File: config.mk
export PLATFORM = sky130hd
export DESIGN_NAME = adc_avg_ctrl_flat
export DESIGN_NICKNAME = d
export VERILOG_FILES = /design/src/rtl/adc_avg_ctrl_if.sv /design/src/rtl/adc_avg_ctrl.sv /design/src/flat_wrapper.sv
export SDC_FILE = /design/constraint.sdc
export NUM_CORES = 1
export LEC_CHECK = 0
export CORE_ASPECT_RATIO = 0.6
export CORE_MARGIN = 2
export CORE_UTILIZATION = 62
export DETAILED_ROUTE_END_ITERATION = 8
export DONT_BUFFER_PORTS = 1
export HOLD_SLACK_MARGIN = 0.08
export PLACE_DENSITY = 0.88
export SKIP_CTS_REPAIR_TIMING = 1
export SYNTH_ARGS = -nofsm -noshare
export SYNTH_HDL_FRONTEND = slang
export SYNTH_SLANG_ARGS = --single-unit
File: constraint.sdc
create_clock -name clk_i -period 2.45 [get_ports clk_i]
set_clock_uncertainty 0.1 [all_clocks]
set_input_delay 0.245 -clock clk_i [delete_from_list [all_inputs] [get_ports clk_i]]
set_output_delay 0.245 -clock clk_i [all_outputs]
set_load 0.02 [all_outputs]
File: src/rtl/adc_avg_ctrl_if.sv
// Handshake and result bundle between the averaging controller and its environment.
interface adc_avg_ctrl_if #(
    parameter int DATA_W = 12
);
    logic              syncro_i;
    logic              adc_data_req_o;
    logic              adc_data_rdy_i;
    logic [DATA_W-1:0] adc_data_i;
    logic [DATA_W-1:0] data_o;
    logic              data_rdy_o;
    logic              busy_o;
    logic              err_o;
    logic              sync_miss_o;

    modport master (
        input  syncro_i, adc_data_rdy_i, adc_data_i,
        output adc_data_req_o, data_o, data_rdy_o, busy_o, err_o, sync_miss_o
    );

    modport slave (
        output syncro_i, adc_data_rdy_i, adc_data_i,
        input  adc_data_req_o, data_o, data_rdy_o, busy_o, err_o, sync_miss_o
    );
endinterface

File: src/rtl/adc_avg_ctrl.sv
// Sync-triggered ADC acquisition: delay, capture 2^LOG2_N samples, output their mean.
// state | meaning
// IDLE  | waiting for a synchronised rising edge on syncro_i
// DELAY | counting DELAY_CYC cycles before requesting conversions
// REQ   | request asserted, accumulating samples on rdy falling edges
// DONE  | registering the averaged result and pulsing data_rdy_o
module adc_avg_ctrl #(
    parameter int DATA_W      = 12,
    parameter int LOG2_N      = 3,
    parameter int DELAY_CYC   = 11,
    parameter int TIMEOUT_CYC = 1024,
    parameter int SIGNED_MODE = 1,
    parameter int ROUND       = 0
) (
    input logic            clk_i,
    input logic            reset_i,
    adc_avg_ctrl_if.master bus
);
    localparam int N     = 1 << LOG2_N;
    localparam int ACC_W = DATA_W + LOG2_N;
    localparam int CNT_W = LOG2_N + 1;
    localparam int DLY_W = (DELAY_CYC > 1) ? $clog2(DELAY_CYC) : 1;
    localparam int TO_W  = (TIMEOUT_CYC > 1) ? $clog2(TIMEOUT_CYC) : 1;
    localparam logic [ACC_W-1:0] RND = (ROUND != 0) ? ACC_W'((1 << LOG2_N) >> 1) : '0;

    typedef enum logic [1:0] {IDLE, DELAY, REQ, DONE} state_t;

    state_t            state, state_nxt;
    logic [2:0]        sync_q;
    logic              rdy_z;
    logic [DLY_W-1:0]  dly_cnt;
    logic [TO_W-1:0]   to_cnt;
    logic [CNT_W-1:0]  smp_cnt;
    logic [ACC_W-1:0]  acc;
    logic [ACC_W-1:0]  smp_ext;
    logic [ACC_W-1:0]  acc_rnd;
    logic [DATA_W-1:0] result;
    logic              req_q, data_rdy_q, err_q, sync_miss_q;
    logic [DATA_W-1:0] data_q;
    logic              sync_edge, strobe, last_smp, timeout_hit, err_nxt;

    assign sync_edge   = sync_q[1] & ~sync_q[2];
    assign strobe      = rdy_z & ~bus.adc_data_rdy_i;
    assign last_smp    = strobe && (smp_cnt == CNT_W'(N - 1));
    assign timeout_hit = (TIMEOUT_CYC != 0) && (to_cnt == '0);

    always_comb begin
        if (SIGNED_MODE != 0)
            smp_ext = ACC_W'($signed(bus.adc_data_i));
        else
            smp_ext = ACC_W'(bus.adc_data_i);
    end

    // Rounding offset cannot overflow ACC_W: N*max + N/2 stays below 2^ACC_W.
    assign acc_rnd = acc + RND;

    always_comb begin
        if (SIGNED_MODE != 0)
            result = DATA_W'($signed(acc_rnd) >>> LOG2_N);
        else
            result = DATA_W'(acc_rnd >> LOG2_N);
    end

    always_comb begin
        state_nxt = state;
        err_nxt   = 1'b0;
        case (state)
            IDLE:  if (sync_edge) state_nxt = (DELAY_CYC == 0) ? REQ : DELAY;
            DELAY: if (dly_cnt == '0) state_nxt = REQ;
            REQ: begin
                if (last_smp) begin
                    state_nxt = DONE;
                end else if (timeout_hit) begin
                    state_nxt = IDLE;
                    err_nxt   = 1'b1;
                end
            end
            DONE:    state_nxt = IDLE;
            default: state_nxt = IDLE;
        endcase
    end

    always_ff @(posedge clk_i or posedge reset_i) begin
        if (reset_i) begin
            state <= IDLE;
        end else begin
            state <= state_nxt;
        end
    end

    always_ff @(posedge clk_i or posedge reset_i) begin
        if (reset_i) begin
            sync_q <= '0;
            rdy_z  <= 1'b0;
        end else begin
            sync_q <= {sync_q[1:0], bus.syncro_i};
            rdy_z  <= bus.adc_data_rdy_i;
        end
    end

    always_ff @(posedge clk_i or posedge reset_i) begin
        if (reset_i) begin
            dly_cnt <= '0;
            to_cnt  <= '0;
        end else begin
            if (state == IDLE && sync_edge)
                dly_cnt <= DLY_W'((DELAY_CYC > 0) ? DELAY_CYC - 1 : 0);
            else if (state == DELAY && dly_cnt != '0)
                dly_cnt <= dly_cnt - DLY_W'(1);

            if (state_nxt == REQ && state != REQ)
                to_cnt <= TO_W'((TIMEOUT_CYC > 0) ? TIMEOUT_CYC - 1 : 0);
            else if (state == REQ && to_cnt != '0)
                to_cnt <= to_cnt - TO_W'(1);
        end
    end

    always_ff @(posedge clk_i or posedge reset_i) begin
        if (reset_i) begin
            acc     <= '0;
            smp_cnt <= '0;
        end else if (state == IDLE && sync_edge) begin
            acc     <= '0;
            smp_cnt <= '0;
        end else if (state == REQ && strobe) begin
            acc     <= acc + smp_ext;
            smp_cnt <= smp_cnt + CNT_W'(1);
        end
    end

    always_ff @(posedge clk_i or posedge reset_i) begin
        if (reset_i) begin
            req_q       <= 1'b0;
            data_rdy_q  <= 1'b0;
            err_q       <= 1'b0;
            sync_miss_q <= 1'b0;
            data_q      <= '0;
        end else begin
            req_q       <= (state_nxt == REQ);
            data_rdy_q  <= (state == DONE);
            err_q       <= err_nxt;
            sync_miss_q <= sync_edge && (state != IDLE);
            if (state == DONE)
                data_q <= result;
        end
    end

    assign bus.adc_data_req_o = req_q;
    assign bus.data_o         = data_q;
    assign bus.data_rdy_o     = data_rdy_q;
    assign bus.busy_o         = (state != IDLE);
    assign bus.err_o          = err_q;
    assign bus.sync_miss_o    = sync_miss_q;
endmodule

File: src/flat_wrapper.sv
// flat-port wrapper written by rule: the top's interface ports become plain ports
module adc_avg_ctrl_flat 
#(
    parameter int DATA_W      = 12,
    parameter int LOG2_N      = 3,
    parameter int DELAY_CYC   = 11,
    parameter int TIMEOUT_CYC = 1024,
    parameter int SIGNED_MODE = 1,
    parameter int ROUND       = 0
)
  (clk_i, reset_i, bus_syncro_i, bus_adc_data_rdy_i, bus_adc_data_i, bus_adc_data_req_o, bus_data_o, bus_data_rdy_o, bus_busy_o, bus_err_o, bus_sync_miss_o);
  adc_avg_ctrl_if #(.DATA_W(DATA_W)) bus_i ();
  input logic clk_i;
  input logic reset_i;
  input wire logic [$bits(bus_i.syncro_i)-1:0] bus_syncro_i;
  input wire logic [$bits(bus_i.adc_data_rdy_i)-1:0] bus_adc_data_rdy_i;
  input wire logic [$bits(bus_i.adc_data_i)-1:0] bus_adc_data_i;
  output wire logic [$bits(bus_i.adc_data_req_o)-1:0] bus_adc_data_req_o;
  output wire logic [$bits(bus_i.data_o)-1:0] bus_data_o;
  output wire logic [$bits(bus_i.data_rdy_o)-1:0] bus_data_rdy_o;
  output wire logic [$bits(bus_i.busy_o)-1:0] bus_busy_o;
  output wire logic [$bits(bus_i.err_o)-1:0] bus_err_o;
  output wire logic [$bits(bus_i.sync_miss_o)-1:0] bus_sync_miss_o;
  assign bus_i.syncro_i = bus_syncro_i;
  assign bus_i.adc_data_rdy_i = bus_adc_data_rdy_i;
  assign bus_i.adc_data_i = bus_adc_data_i;
  assign bus_adc_data_req_o = bus_i.adc_data_req_o;
  assign bus_data_o = bus_i.data_o;
  assign bus_data_rdy_o = bus_i.data_rdy_o;
  assign bus_busy_o = bus_i.busy_o;
  assign bus_err_o = bus_i.err_o;
  assign bus_sync_miss_o = bus_i.sync_miss_o;
  adc_avg_ctrl #(.DATA_W(DATA_W), .LOG2_N(LOG2_N), .DELAY_CYC(DELAY_CYC), .TIMEOUT_CYC(TIMEOUT_CYC), .SIGNED_MODE(SIGNED_MODE), .ROUND(ROUND)) u_core (.clk_i(clk_i), .reset_i(reset_i), .bus(bus_i));
endmodule
* After elaboration in Yosys (flattened, before gate mapping) *
Cells that the tools add are included.

word-level totals
  output and inout bits = 17
  logic and storage cells = 58
  register bits after elaboration = 55
  input bits = 16

operators by class
  equal/unequal tests = 6
  reduce and logical (&&, ||, !) cells = 16
  add/subtract/negate cells = 4
  muxes and demuxes = 16
  bitwise operators = 4

operators with widths
  kind                   number
  $mux 15                2
  $mux 10                2
  $mux 4                 4
  $add 15x15->15         1
  $logic_not 10->1       1
  $reduce_bool 10->1     1
  $sub 10x1->10 const B  1
  $mux 2                 4
  $pmux 2 s4             1
  $reduce_bool 2->1      4
  $logic_and 1x1->1      7
  $eq 2x2->1 const B     3
  $add 4x1->4 const B    1
  $eq 4x3->1 const B     1
  $logic_not 4->1        1
  $reduce_bool 4->1      1
  $sub 4x1->4 const B    1
  $mux 1                 3
  $and 1x1->1            2
  $eq 2x1->1 const B     1
  $logic_not 2->1        1
  $ne 2x2->1 const B     1
  $not 1->1              2

* Depth between registers and ports, before layout *
  depth in word-level cells = 8
  depth in mapped cells = 9
  depth with buffers taken out = 9

* Worst setup path after synthesis *
No wires, ideal clock.

  path type = reg-to-reg
  start = register u_core.acc[0]
  end = register u_core.acc[12]
  period minus slack after synthesis = 2196 ps
  buffers on the path = 0
  required time = 2228 ps
  setup slack = 254 ps
  stages on the path, launching flop included = 10
  arrival time = 1974 ps
  library setup time = 122 ps
  cell sequence = dfrtp_1 > ha_1 > inv_1 > fa_1 > nand2b_1 > a21oi_1 > o2111ai_1 > a211oi_1 > o21ai_0 > a32o_1

between the ends
  longest elaborated chain between the ends = 3

RTL lines
  what                    RTL line             RTL
  from (decl)             adc_avg_ctrl.sv:34   logic [ACC_W-1:0] acc;
  from (signal assigned)  adc_avg_ctrl.sv:126  acc <= acc + smp_ext;
  $add 15x15->15          adc_avg_ctrl.sv:126
  $mux 15                 adc_avg_ctrl.sv:125  end else if (state == REQ && strobe) begin
  $mux 15                 adc_avg_ctrl.sv:122  end else if (state == IDLE && sync_edge) begin

Every way passes these cells. The select of a mux whose other input is x is not followed.
A chain may end at the register's enable or synchronous reset.

* Final worst setup path *
Ends and elaborated chain as after synthesis.

==> metrics.md <==
| Metric | Value |
|---|---|
| Outcome | `finished, final reports clean` |
| Routed met2 length | `2630 µm` |
| PnR worst setup slack | `0.122 ns` |
| Max_slew headroom | `57.3%` |
| Bufs on Longest Clock Path | `2` |
| TritonCTS Buffers | `5` |
| Final Max Slew Viols | `0` |
| Number of global-route vias before repair | `2093` |
| Pwr/cell area | `886 nW/µm²` |
| Syn Std Cell Area | `2910 µm²` |
| Clock Pin Slew Worst Setup and Hold Paths | `0.10 ns` |
| Die height | `57.0 µm` |
| Vias after detailed routing | `2146` |
| Die W | `92.4 µm` |
| Worst Setup Start Kind | `flop` |
| Minimum clock period | `2.33 ns` |
| Critical Path RT | `about 2.6 ns` |
| Worst slew pin tran | `0.638 ns` |
| P_int | `about 1800 µW` |
| Clk Tree Root Cell | `clkbuf_8` |
| Gr ovfl total | `0` |
| Drc violations | `0` |
| Yosys Warn Count | `0` |
| Primary FF master, synth | `dfrtp_1` |
| Worst-skew pair later-pin latency | `0.30 ns` |
| Post-synth EDFFs | `0` |
| Routed WL per cell | `17.0 µm` |
| DP Worst Slack | `0.107 ns` |
| Crit path cell chain | `ha_1 -> inv_1 -> fa_1 -> nand2b_1 -> a21oi_2 -> o2111ai_2 -> a211oi_2 -> o21ai_0 -> a32o_1` |
| CTS tree | `done` |
| Peak Freq | `around 0.43 GHz` |
| GPL Wtd Cong | `about 0.85` |
| Synthesis-to-finish area growth | `10.2%` |
| Crit Path Max Fanout | `3` |
| 1st-iter DRT viols | `199` |
| DPL Wire Length | `between 4000 and 5000 µm` |
| Crit path max-delay cell type | `fa_1` |
| Max layer used | `met4` |
| IO Count | `33` |
| Initial antenna violation count | `0` |
| Met1 WL | `2990 µm` |
| Post-synth ARST share | `100%` |
| Maxcap violations | `0` |
| Switching Share | `around a third` |
| Worst ir drop on vdd | `0.541 mV` |
| Global-route wire length before repair | `about 10000 µm` |
| Avg Inst Size Synth | `slightly above 10 µm²` |
| GRT Total Usage | `around a quarter` |
| Critical path's largest stage delay | `0.38 ns` |
| Post-synthesis sequential area ratio | `a little under half` |
| Starting Density | `64.0%` |
| Leakage power | `approximately 0.0015 µW` |
| Crit path arrival time | `2.43 ns` |
| Core area | `about 4500 µm²` |
| Cell Rows | `19` |
| 1st-pass router iterations | `4` |
| CTS H-tree lvls | `2` |
| Metal3 WL | `between 300 and 400 µm` |
| Antenna Nets Post-Route | `0` |
| Share of cells above drive strength 1 | `13.2%` |
| Post-synthesis register bit count | `55` |
| Commonest cells after routing, fill and taps aside | `dfrtp_1 (55), nand2_1 (31), o21ai_0 (22)` |
| Comb pwr share | `29.9%` |
| Commonest non-fill, non-tap cell in the layout | `dfrtp_1` |
| Sw Pwr | `994 µW` |
| Mean number of vias per cell | `5.99` |
| Final setup vio count | `0` |
| Clk sink count | `55` |
| Die area | `5270 µm²` |
| Layout Nets | `between 300 and 400` |
| Setup Crit Path Kind | `reg -> reg` |
| HP Class | `in -> reg` |
| Synth cell types | `47` |
| Gate Count Post-Synth | `280` |
| Tcrit/Tclk final | `95.0%` |
| Min Hold Slack | `around 0.12 ns` |
| Register share of total power | `48.1%` |
| Kind of end point of the critical path | `flop` |
| Syn nets | `314` |
| Port-buffer cells | `0` |
| Pin count of the biggest net entering global routing | `28` |
| Clk pwr share | `22.0%` |
| Final hold violations | `0` |
| Antenna cells | `0` |
| WL final | `6070 µm` |
==> synth_stat cells (all sizes together), types with 3 or more instances <==
| cell type | instances | area share (%) |
|---|---|---|
| a211oi | 3 | 0.77 |
| a21oi | 16 | 2.8 |
| a22o | 4 | 1.2 |
| and2 | 3 | 0.65 |
| clkbuf | 4 | 0.52 |
| dfrtp | 55 | 47 |
| ha | 17 | 7.3 |
| inv | 10 | 1.3 |
| mux2 | 12 | 4.6 |
| nand2 | 31 | 4.0 |
| nand2b | 10 | 2.2 |
| nand3 | 4 | 0.86 |
| nand3b | 4 | 1.0 |
| nand4 | 4 | 0.86 |
| nor2 | 9 | 1.2 |
| nor3 | 9 | 1.5 |
| nor3b | 5 | 1.5 |
| o211ai | 3 | 0.77 |
| o21a | 3 | 0.77 |
| o21ai | 22 | 3.8 |
| o22ai | 3 | 0.65 |
| or3 | 3 | 0.65 |
| xnor2 | 11 | 3.3 |
| xor2 | 10 | 3.0 |
==> routing by layer <==
| metal | vias up | track usage, % |
|---|---|---|
| li1 | 1033 | - |
| met1 | 1047 | 38.3 |
| met2 | 60 | 36.7 |
| met3 | 6 | 6.21 |
| met4 | 0 | 5.76 |
| met5 | - | 0 |
==> critical path, delay by kind of cell, from the launching register on <==
family	cells	cell delay, ns
and+or+nand+nor	1	0.20
adders and majority gates	2	0.57
DFF	1	0.36
AOI/OAI and AO/OA	5	0.96
buffers and inverters	1	0.06
==> area by class of cell <==
cell class                 instances  area (µm²)
tap                               63        78.8
clock inverter                     2        35.0
timing repair buffer              13         108
fill                             325        1340
multi-input combinational        209        1490
clock buffer                       6        82.6
inverter                          10        37.5
sequential                        55        1380
==> cell families after synthesis <==
kind of cell,after synthesis,synth area share [%]
buffers and inverters,16,2.11
multiplexers,12,4.65
AND/OR/NAND/NOR,94,18.0
flip-flops,55,47.3
XOR/XNOR,21,6.33
adder cells (fa/ha/maj),18,8.00
AO/OA/AOI/OAI,64,13.6
==> registers in the layout, indices dropped and copies added, names as in the netlist <==
name and cells:
u_core.acc 15, u_core.bus.data_o 12, u_core.to_cnt 10, u_core.dly_cnt 4
u_core.smp_cnt 4, u_core.sync_q 3, u_core.state 2, u_core.bus.adc_data_req_o 1
u_core.bus.data_rdy_o 1, u_core.bus.err_o 1, u_core.bus.sync_miss_o 1, u_core.rdy_z 1
==> metrics by stage <==
stage | cell area [µm²] | TNS (ns) | utilization [%] | power [µW] | cells
floorplan | 2910 | 0 | - | 1970 | 280
detailed placement | 3030 | 0 | 66.7 | 2200 | 346
global placement | 3030 | 0 | 66.7 | 2150 | 346
global route | 3200 | -0.0276 | 70.5 | 3050 | 358
CTS | 3150 | 0 | 69.3 | 2830 | 354
finish | 3200 | 0 | 70.5 | 2840 | 358
==> power groups by stage <==
stage / Clock [µW] / Combinational, µW / Sequential (µW)
2_1_floorplan: 0 / 629 / 1340
3_3_place_gp: 0 / 781 / 1370
3_5_place_dp: 0 / 826 / 1380
4_1_cts: 636 / 834 / 1360
5_1_grt: 687 / 962 / 1400
6_report: 624 / 849 / 1370
==> final timing paths <==
| path | from | end | slack (ns) | cells after the start |
|---|---|---|---|---|
| max | u_core.acc[0]$_DFFE_PP0P_ | u_core.acc[12]$_DFFE_PP0P_ | 0.12 | 9 |
| min reg2reg | u_core.sync_q[0]$_DFF_PP0_ | u_core.sync_q[1]$_DFF_PP0_ | 0.26 | 0 |
| max in group asynchronous | reset_i | u_core.acc[1]$_DFFE_PP0P_ | 1.29 | 3 |
| max reg2reg | u_core.acc[0]$_DFFE_PP0P_ | u_core.acc[12]$_DFFE_PP0P_ | 0.12 | 9 |
| min | bus_adc_data_i[0] | u_core.acc[0]$_DFFE_PP0P_ | 0.12 | 2 |
| min in group asynchronous | reset_i | u_core.bus.data_o[7]$_DFFE_PP0P_ | 0.32 | 2 |
Note: power is estimated with default switching activity, not from simulation.
